--- config.mk ---
export PLATFORM = sky130hd
export DESIGN_NAME = vxe_vpu_wrq_arb
export DESIGN_NICKNAME = d
export VERILOG_FILES = /design/src/rtl/vxe_vpu_wrq_arb_pkg.sv /design/src/rtl/vxe_vpu_wrq_arb_rr_arb2.sv /design/src/rtl/vxe_vpu_wrq_arb.sv
export SDC_FILE = /design/constraint.sdc
export NUM_CORES = 1
export LEC_CHECK = 0
export BUFFER_PORTS_ARGS = -buffer_cell sky130_fd_sc_hd__buf_2
export CORE_AREA = 4 4 126 128
export CTS_CLUSTER_DIAMETER = 200
export DETAILED_ROUTE_END_ITERATION = 8
export DIE_AREA = 0 0 130 132
export GPL_TIMING_DRIVEN = 1
export PLACE_DENSITY = 0.73
export SLEW_MARGIN = 20
export SYNTH_ARGS = -nofsm -noshare
export SYNTH_HDL_FRONTEND = slang
export SYNTH_HIERARCHICAL = 1
export SYNTH_SLANG_ARGS = --single-unit
--- constraint.sdc ---
create_clock -name clk -period 3.1 [get_ports clk]
set_input_delay 0.155 -clock clk [delete_from_list [all_inputs] [get_ports clk]]
set_output_delay 0.155 -clock clk [all_outputs]
set_load 0.01 [all_outputs]
--- src/rtl/vxe_vpu_wrq_arb_pkg.sv ---
// Shared VPU LSU write-request definitions: field widths, word-enable encodings
// and the beat record carried through the write-request arbiter.
package vxe_vpu_wrq_arb_pkg;

   localparam int TH_W   = 3;
   localparam int ADDR_W = 37;
   localparam int WEN_W  = 2;
   localparam int DATA_W = 64;

   // Burst counter width covers the full legal BURST_MAX range of 1..15.
   localparam int BC_W   = 4;

   localparam logic [WEN_W-1:0] WEN_LO   = 2'b01;
   localparam logic [WEN_W-1:0] WEN_HI   = 2'b10;
   localparam logic [WEN_W-1:0] WEN_BOTH = 2'b11;

   typedef enum logic {
      SRC_RQ0 = 1'b0,
      SRC_RQ1 = 1'b1
   } wrq_src_e;

   typedef struct packed {
      logic [TH_W-1:0]   th;
      logic [ADDR_W-1:0] addr;
      logic [WEN_W-1:0]  wen;
      logic [DATA_W-1:0] data;
   } wrq_beat_t;

   function automatic wrq_beat_t make_beat(
      input logic [TH_W-1:0]   th,
      input logic [ADDR_W-1:0] addr,
      input logic [WEN_W-1:0]  wen,
      input logic [DATA_W-1:0] data
   );
      wrq_beat_t b;
      b.th   = th;
      b.addr = addr;
      b.wen  = wen;
      b.data = data;
      return b;
   endfunction

endpackage

--- src/rtl/vxe_vpu_wrq_arb_rr_arb2.sv ---
// Two-way round-robin grant with a bounded ownership burst. Holds the last-grant
// pointer and burst counter; the grant itself is purely combinational.
module vxe_rr_arb2
   import vxe_vpu_wrq_arb_pkg::*;
#(
   parameter int BURST_MAX = 4
) (
   input  logic       clk,
   input  logic       nrst,
   input  logic [1:0] req,
   input  logic       adv,
   output logic       gnt,
   output logic       gnt_vld
);

   localparam logic [BC_W-1:0] BMAX = BC_W'(BURST_MAX);

   logic            lg;
   logic [BC_W-1:0] bc;
   logic            keep_owner;

   // bc==0 only occurs out of reset: no burst is running, so the pointer rotates
   // and requester 0 wins the first contended grant.
   assign keep_owner = (bc != '0) && (bc < BMAX);
   assign gnt_vld    = |req;

   always_comb begin
      gnt = 1'b0;
      unique case (req)
         2'b01:   gnt = 1'b0;
         2'b10:   gnt = 1'b1;
         2'b11:   gnt = keep_owner ? lg : ~lg;
         default: gnt = 1'b0;
      endcase
   end

   always_ff @(posedge clk or negedge nrst) begin
      if (!nrst) begin
         lg <= 1'b1;
         bc <= '0;
      end else if (adv) begin
         if (gnt == lg) begin
            if (bc < BMAX) begin
               bc <= bc + 1'b1;
            end
         end else begin
            lg <= gnt;
            bc <= BC_W'(1);
         end
      end
   end

endmodule

--- src/rtl/vxe_vpu_wrq_arb.sv ---
// Two-requester arbiter for the VPU LSU write-request channel: round-robin grant
// with bounded bursts, feeding a one-entry registered output stage.
module vxe_vpu_wrq_arb
   import vxe_vpu_wrq_arb_pkg::*;
#(
   parameter int BURST_MAX = 4
) (
   input  logic              clk,
   input  logic              nrst,

   input  logic              i_rq0_wr,
   input  logic [TH_W-1:0]   i_rq0_th,
   input  logic [ADDR_W-1:0] i_rq0_addr,
   input  logic [WEN_W-1:0]  i_rq0_wen,
   input  logic [DATA_W-1:0] i_rq0_data,
   output logic              o_rq0_rdy,

   input  logic              i_rq1_wr,
   input  logic [TH_W-1:0]   i_rq1_th,
   input  logic [ADDR_W-1:0] i_rq1_addr,
   input  logic [WEN_W-1:0]  i_rq1_wen,
   input  logic [DATA_W-1:0] i_rq1_data,
   output logic              o_rq1_rdy,

   input  logic              i_lsu_wrq_rdy,
   output logic              o_lsu_wrq_wr,
   output logic [TH_W-1:0]   o_lsu_wrq_th,
   output logic [ADDR_W-1:0] o_lsu_wrq_addr,
   output logic [WEN_W-1:0]  o_lsu_wrq_wen,
   output logic [DATA_W-1:0] o_lsu_wrq_data,
   output logic              o_lsu_wrq_src,

   output logic              o_busy
);

   logic      gnt;
   logic      gnt_vld;
   logic      can_acc;
   logic      accept;
   wrq_beat_t beat0;
   wrq_beat_t beat1;
   wrq_beat_t sel_beat;
   wrq_beat_t out_q;
   logic      out_vld;
   wrq_src_e  out_src;

   vxe_rr_arb2 #(
      .BURST_MAX (BURST_MAX)
   ) u_rr_arb2 (
      .clk     (clk),
      .nrst    (nrst),
      .req     ({i_rq1_wr, i_rq0_wr}),
      .adv     (accept),
      .gnt     (gnt),
      .gnt_vld (gnt_vld)
   );

   // The output stage can take a beat when empty or when the LSU drains it this
   // cycle. Ready is also held low while reset is asserted.
   assign can_acc   = !out_vld || i_lsu_wrq_rdy;
   assign o_rq0_rdy = nrst && can_acc && gnt_vld && i_rq0_wr && (gnt == 1'b0);
   assign o_rq1_rdy = nrst && can_acc && gnt_vld && i_rq1_wr && (gnt == 1'b1);
   assign accept    = o_rq0_rdy || o_rq1_rdy;

   always_comb begin
      beat0    = make_beat(i_rq0_th, i_rq0_addr, i_rq0_wen, i_rq0_data);
      beat1    = make_beat(i_rq1_th, i_rq1_addr, i_rq1_wen, i_rq1_data);
      sel_beat = gnt ? beat1 : beat0;
   end

   // A new accept overwrites the stage in the same edge as a consume, so the
   // channel sustains one beat per cycle; payload is kept when the stage empties.
   always_ff @(posedge clk or negedge nrst) begin
      if (!nrst) begin
         out_vld <= 1'b0;
         out_q   <= '0;
         out_src <= SRC_RQ0;
      end else if (accept) begin
         out_vld <= 1'b1;
         out_q   <= sel_beat;
         out_src <= wrq_src_e'(gnt);
      end else if (i_lsu_wrq_rdy) begin
         out_vld <= 1'b0;
      end
   end

   assign o_lsu_wrq_wr   = out_vld;
   assign o_lsu_wrq_th   = out_q.th;
   assign o_lsu_wrq_addr = out_q.addr;
   assign o_lsu_wrq_wen  = out_q.wen;
   assign o_lsu_wrq_data = out_q.data;
   assign o_lsu_wrq_src  = out_src;
   assign o_busy         = out_vld || i_rq0_wr || i_rq1_wr;

endmodule
==> implementation parameters, run 1 <==
Parameter                              Value

Outcome
  Result of the run ... complete, no violations

Cells and area
  Layout cell share with drive strength beyond 1 ... 0.796
  Antenna Diode Count ... 0
  Area growth from synthesis to final layout ... 42.0%
  # fillers ... 1264
  Layout net count ... roughly 940
  Commonest cells after routing, fill and taps aside ... buf_2 (326), mux2_2 (183), dfrtp_1 (112)
  Most common cell after layout, fill and taps aside ... buf_2

Clock network
  Htree depth ... 4
  Latest clock arrival within the worst-skew pair ... roughly 0.4 ns
  Inserted Clock Buffers ... 17
  Post-CTS sizing ... 0
  Clock-pin slew on the worst setup and hold paths ... 0.05 ns
  Maximum clock path buffer count ... 2
  Clk Tree Root Cell ... clkbuf_16
  Clock tree from TritonCTS ... done
  Clock sink total ... ~110

Floorplan
  Count of pins on the block boundary ... 328
  Effective utilization at floorplan ... 0.390
  Standard-cell rows ... 45
  Die height ... 132 um
  Core Footprint ... about 15000 um2
  Area of the die ... 17200 um2
  Horizontal die dimension ... 130 um

Logic synthesis
  Portion of synthesized cell area occupied by the leading cell type ... 0.484
  Xor/xnor share of the synthesized area ... 0.00151
  Synth Area in Adders ... 0.00432
  Sequential fraction of the synthesis area ... 0.488
  Gate count after technology mapping ... 392
  Seq cells post-synth ... 113
  Synthesized-area fraction occupied by ao, oa, aoi and oai cells ... 0.0168
  Combined area of all synthesized cells ... 5790 um2
  Leading cell types by total area after synthesis ... dfrtp_1 (48%), mux2_2 (36%), mux2_4 (7.5%)
  Multiplexer share of the synthesized area ... 0.436
  Largest area contributor in the synthesized netlist ... dfrtp_1
  Simple-gate share of the synthesized area ... 0.0164
  Syn. warnings ... 6
  Post-Syn Nets ... 611
  Number of distinct standard cells referenced by the synthesized netlist ... 28
  Largest family of logic cells by synthesized area ... multiplexers
  Syn avg cell area ... 14.8 um2

Global routing
  Global-route wire length before repair ... approximately 23000 um
  Number of global-route vias before repair ... 4712
  Number of antenna violations at the first check in global routing ... 1
  Overflow left after global routing ... 0
  Largest net degree at the start of global routing ... 110
  Total routing resource utilization after global routing ... 0.170

STA
  Worst Clk Skew ... 0.00506 ns
  Total of endpoints with negative setup slack in the final report ... 0
  Shortest period the worst path allows ... between 2 and 3 ns
  Worst slew margin relative to its limit ... 0.489
  Slew of the pin with the lowest slew margin ... between 0.7 and 0.8 ns
  Upper clock frequency limit ... 359 MHz
  Worst hold slack ... roughly 0.061 ns
  Number of max-slew violations in the final report ... 0
  Total negative slack ... 0 ns
  Fin. Hold Viols ... 0
  Final Cycle Share ... 0.898
  Setup repair after global routing missed its margin ... false

Place
  Port buffer count ... roughly 330
  Final HPWL DP ... 11400 um
  Final RePlAce weighted congestion ... 0.776

Power and ir drop
  Leakage power of the design ... 0.00403 uW
  P per Cell Area ... 946 nW/um2
  Highest ir drop seen on vdd ... 0.473 mV
  Design Power ... between 7000 and 8000 uW

Drt
  Total wire length ... ~15000 um
  Total iterations of the first detailed-routing run ... 4
  Via count ... 4446
  Antenna-violating nets left ... 0
  Violation count after the first detailed-route iteration ... 110
  DRC errors left ... 0
  Via-to-Cell Ratio ... 4.82
  Drt wl/cell ... approximately 16 um

Critical path
  Critical path capture point type ... flip-flop
  Launching element of the worst setup path ... u_rr_arb2/bc[0]$_DFFE_PN0P_
  Worst EP arrival ... 3.07 ns
  Type of the worst setup path ... reg2reg
  Delay contributed by the slowest stage of the critical path ... 0.37 ns
  Series of cell instances along the critical path ... inv_1 > ha_1 > nor3_2 > xor2_1 > a21oi_4 > mux2i_1 > nor3b_4 > buf_12 > buf_12 > mux2_2
  Beginning of the worst register-to-register path ... u_rr_arb2/bc[0]$_DFFE_PN0P_
  Required time at the endpoint of the critical path ... approximately 3.4 ns
  Max Fanout on Critical Path ... 46
  Family with the most delay on the worst path ... buffers and inverters
  Most used cell along the critical path ... buf_12
  Buffers & Inverters on Critical Path ... 3
  Critical path startpoint category ... flip-flop
  Crit path max-delay cell type ... mux2_2

Hold path
  Hold crit path type ... in2reg
  Hold_sp ... i_rq1_wr

Flow run
  Number of max-cap violations ... 0
## path summary, 6_finish.rpt
check                                                  to  slack [ns]  depth (start not counted)
max in group asynchronous  o_lsu_wrq_data[60]$_DFFE_PN0P_        1.40                          4
min reg2reg                o_lsu_wrq_data[56]$_DFFE_PN0P_        0.50                          1
min in group asynchronous  o_lsu_wrq_addr[21]$_DFFE_PN0P_        0.47                          3
max                         o_lsu_wrq_data[4]$_DFFE_PN0P_        0.32                         10
max reg2reg                 o_lsu_wrq_data[4]$_DFFE_PN0P_        0.32                         10
min                              u_rr_arb2/lg$_DFFE_PN1P_        0.06                          3
## metal layers
metal  up-vias  track usage  share of wire
met2       203        0.304           0.51
met1      2132        0.182           0.37
met4         2       0.0710          0.021
li1       2079            -              -
met3        30       0.0555          0.091
met5         -            0        0.00086
## cell type report
class	instances	area, um2	area share
flip-flops and latches	113	2830	0.344
repair buffers	336	1760	0.214
inverters	4	15.0	0.00183
well taps	188	235	0.0286
clock inverters	10	131	0.0160
multi-input cells	250	2770	0.337
clock buffers	22	484	0.0589
## cell families (layout without fill, tap and decap cells)
| family | count (synthesis) | in the layout |
|---|---|---|
| compound gates | 15 | 15 |
| buf+inv | 29 | 372 |
| flops | 113 | 113 |
| fa+ha+maj | 2 | 2 |
| mux | 215 | 215 |
| xor+xnor | 1 | 1 |
| simple gates | 17 | 17 |
## synth_stat cells
cell        n
nand2_1     5
nor3b_2     1
o21ai_0     4
nor2_1      4
mux2_4     29
dfstp_2     1
nand3_1     1
nor2b_2     1
buf_4       9
inv_1       4
a31oi_1     1
mux2_2    183
o2111a_1    1
nand2b_1    2
mux2i_1     3
a21oi_1     6
or3_1       1
buf_8       3
a41o_1      1
dfrtp_1   112
a22o_1      1
xor2_1      1
ha_1        2
or2_2       1
nor3_2      1
buf_2      10
o221a_2     1
buf_6       3
## state kept, by name, summed over array words and instances, names as in the netlist
register,flops
o_lsu_wrq_src,1
o_lsu_wrq_addr,37
o_lsu_wrq_wen,2
o_lsu_wrq_wr,1
o_lsu_wrq_data,64
u_rr_arb2/lg,1
o_lsu_wrq_th,3
u_rr_arb2/bc,4
## metrics by stage
step | setup slack (ns) | std cells | area (um2) | utilization
after floorplan | 0.726 | 392 | 5790 | -
after global placement | 0.410 | 890 | 7600 | 0.511
after detailed placement | 0.304 | 890 | 7600 | 0.511
after CTS | 0.296 | 923 | 8220 | 0.553
after global routing | 0.139 | 923 | 8220 | 0.553
final | 0.315 | 923 | 8220 | 0.553
## worst reg2reg max path, stage by stage, from the launching register on
cell	delay, ns
dfrtp_1	0.35
inv_1	0.07
ha_1	0.21
nor3_2	0.29
xor2_1	0.29
a21oi_4	0.11
mux2i_1	0.17
nor3b_4	0.26
buf_12	0.23
buf_12	0.27
mux2_2	0.41
## report_power, final
part           total, uW  internal, uW  switching, uW
clock               1990          1340            649
sequential          2630          2220            407
combinational       3160          1760           1400
total               7780          5320           2460
## timing repair
| item | in CTS | in global routing |
|---|---|---|
| hold buffers | 1 | 0 |
| hold endpoints to repair | 58 | 0 |
| buffers inserted | 0 | 0 |
Note: power is estimated with default switching activity, not from simulation.
==> inputs of run 2 (changes only) <==
==> constraint.sdc (replaced) <==
create_clock -name clk -period 3.1 [get_ports clk]
set_input_delay 0.62 -clock clk [delete_from_list [all_inputs] [get_ports clk]]
set_output_delay 0.62 -clock clk [all_outputs]
set_load 0.01 [all_outputs]
==> implementation parameters, run 2 (synthesis gave the netlist of run 1 again) <==
Parameter                              Value

Place
  Final RePlAce weighted congestion ... 0.787
  Port buffer count ... ~330
  Number of instances in the placed design ... 890
  Placed cell area ... 7600 um2
  Final HPWL DP ... ~11000 um
  Post-Place Worst Slack ... 0.404 ns

Clock network
  Clock sink total ... between 100 and 150
  Inserted Clock Buffers ... 17
  Clock-pin slew on the worst setup and hold paths ... ~0.050 ns
  Clock tree from TritonCTS ... done
  Latest clock arrival within the worst-skew pair ... 0.40 ns
  Clk Tree Root Cell ... clkbuf_16
  Htree depth ... 4
  Maximum clock path buffer count ... 2

Global routing
  Global-route wire length before repair ... 22700 um
  Largest net degree at the start of global routing ... 59
  Total routing resource utilization after global routing ... 0.167
  Number of antenna violations at the first check in global routing ... 1
  Number of global-route vias before repair ... 4738
  Overflow left after global routing ... 0

Critical path
  Critical Path End ... o_rq0_rdy
  Setup slack of the most critical reg-to-reg path ... around 0.47 ns
  Required time at the endpoint of the critical path ... 2.48 ns
  Critical path capture point type ... primary output
  Worst r2r dst ... o_lsu_wrq_data[51]$_DFFE_PN0P_
  Launching element of the worst setup path ... u_rr_arb2/bc[0]$_DFFE_PN0P_
  Max Fanout on Critical Path ... 9
  Worst EP arrival ... 2.24 ns
  Count of cells along the worst register-to-register path ... 9
  Type of the worst setup path ... reg2out
  Beginning of the worst register-to-register path ... u_rr_arb2/bc[0]$_DFFE_PN0P_
  Critical path startpoint category ... flip-flop

Drt
  Total iterations of the first detailed-routing run ... 4
  Total wire length ... 14600 um
  Antenna-violating nets left ... 0
  Drt wl/cell ... approximately 16 um
  Via-to-Cell Ratio ... 4.76
  Via count ... 4380
  Violation count after the first detailed-route iteration ... 92
  DRC errors left ... 0

STA
  Shortest period the worst path allows ... 2.86 ns
  Worst Clk Skew ... about 0.0093 ns
  Slew of the pin with the lowest slew margin ... around 0.76 ns
  Fin. Hold Viols ... 0
  Upper clock frequency limit ... 349 MHz
  Total negative slack ... 0 ns
  Total of endpoints with negative setup slack in the final report ... 0
  Number of max-slew violations in the final report ... 0
  Worst hold slack ... about 0.37 ns
  Worst slew margin relative to its limit ... 0.496
  Setup repair after global routing missed its margin ... false
  Worst path setup slack after routing ... 0.237 ns
  Final Cycle Share ... 0.923

Flow run
  Number of max-cap violations ... 0

Floorplan
  Core Footprint ... 14900 um2
  Count of pins on the block boundary ... ~330
  Area of the die ... 17200 um2
  Horizontal die dimension ... 130 um
  Standard-cell rows ... 45
  Die height ... 132 um
  Effective utilization at floorplan ... 0.390

Cells and area
  Layout net count ... 940
  Non-Filler Cell Area, Final ... 8200 um2
  Area growth from synthesis to final layout ... 41.5%
  Max FFs per register ... 64
  Most common cell after layout, fill and taps aside ... buf_2
  # fillers ... roughly 1300
  Commonest cells after routing, fill and taps aside ... buf_2 (326), mux2_2 (183), dfrtp_1 (112)
  Antenna Diode Count ... 0
  Final Instance Count excl. Fillers ... 921
  Layout cell share with drive strength beyond 1 ... 0.794

Power and ir drop
  P per Cell Area ... 939 nW/um2
  Leakage power of the design ... 0.00401 uW
  Highest ir drop seen on vdd ... 0.471 mV

Outcome
  Result of the run ... complete, no violations

Hold path
  Hold crit path type ... in2async
==> run 2: routing by layer <==
layer	up-vias	track usage	share of wire
li1	2073	-	-
met1	2063	0.181	0.37
met2	211	0.297	0.51
met3	31	0.0531	0.097
met4	2	0.0699	0.024
met5	-	0	0.00089
==> run 2: timing repair <==
item | CTS | global route
hold buffers | 0 | 0
setup endpoints to repair | 0 | 1
hold endpoints to repair | 0 | 0
buffers inserted | 0 | 0
gates resized for setup | 0 | 2
==> run 2: worst min path at each step <==
stage,start,end,slack [ns],cells past startpoint
CTS,nrst,o_lsu_wrq_addr[21]$_DFFE_PN0P_,0.38,2
detailed placement,o_lsu_wrq_addr[15]$_DFFE_PN0P_,o_lsu_wrq_addr[15]$_DFFE_PN0P_,0.49,1
finish,nrst,o_lsu_wrq_addr[21]$_DFFE_PN0P_,0.37,2
global placement,o_lsu_wrq_data[2]$_DFFE_PN0P_,o_lsu_wrq_data[2]$_DFFE_PN0P_,0.49,1
global route,nrst,o_lsu_wrq_data[16]$_DFFE_PN0P_,0.43,2
floorplan,nrst,o_lsu_wrq_addr[0]$_DFFE_PN0P_,0.32,0
==> run 2: worst max-delay path: stages, from the launching register on <==
cell and delay, ns:
dfrtp_1 0.34, inv_1 0.07, ha_1 0.23, nor3_4 0.30
xor2_2 0.21, a21oi_4 0.08, buf_4 0.19, nand2b_1 0.17
nor2_1 0.10, buf_2 0.15
==> run 2: final cells by class <==
cell class,instances,area [um2],share of cell area
Sequential cell,113,2830,0.345
Multi-Input combinational cell,250,2780,0.340
Timing Repair Buffer,335,1750,0.213
Clock buffer,26,509,0.0621
Tap cell,188,235,0.0287
Clock inverter,5,75.1,0.00916
Inverter,4,15.0,0.00183
==> run 2: stage by stage <==
stage	total power, uW	util
floorplan	4590	-
global placement	5720	0.511
detailed placement	5830	0.511
CTS	7790	0.551
global route	8170	0.551
finish	7700	0.551
==> run 2: power by group <==
| group | leakage [uW] | internal (uW) | switching (uW) | total, uW |
|---|---|---|---|---|
| clock network | 0.000290 | 1280 | 620 | 1900 |
| logic | 0.00239 | 1780 | 1400 | 3180 |
| registers | 0.00133 | 2220 | 394 | 2620 |
| total | 0.00401 | 5290 | 2410 | 7700 |
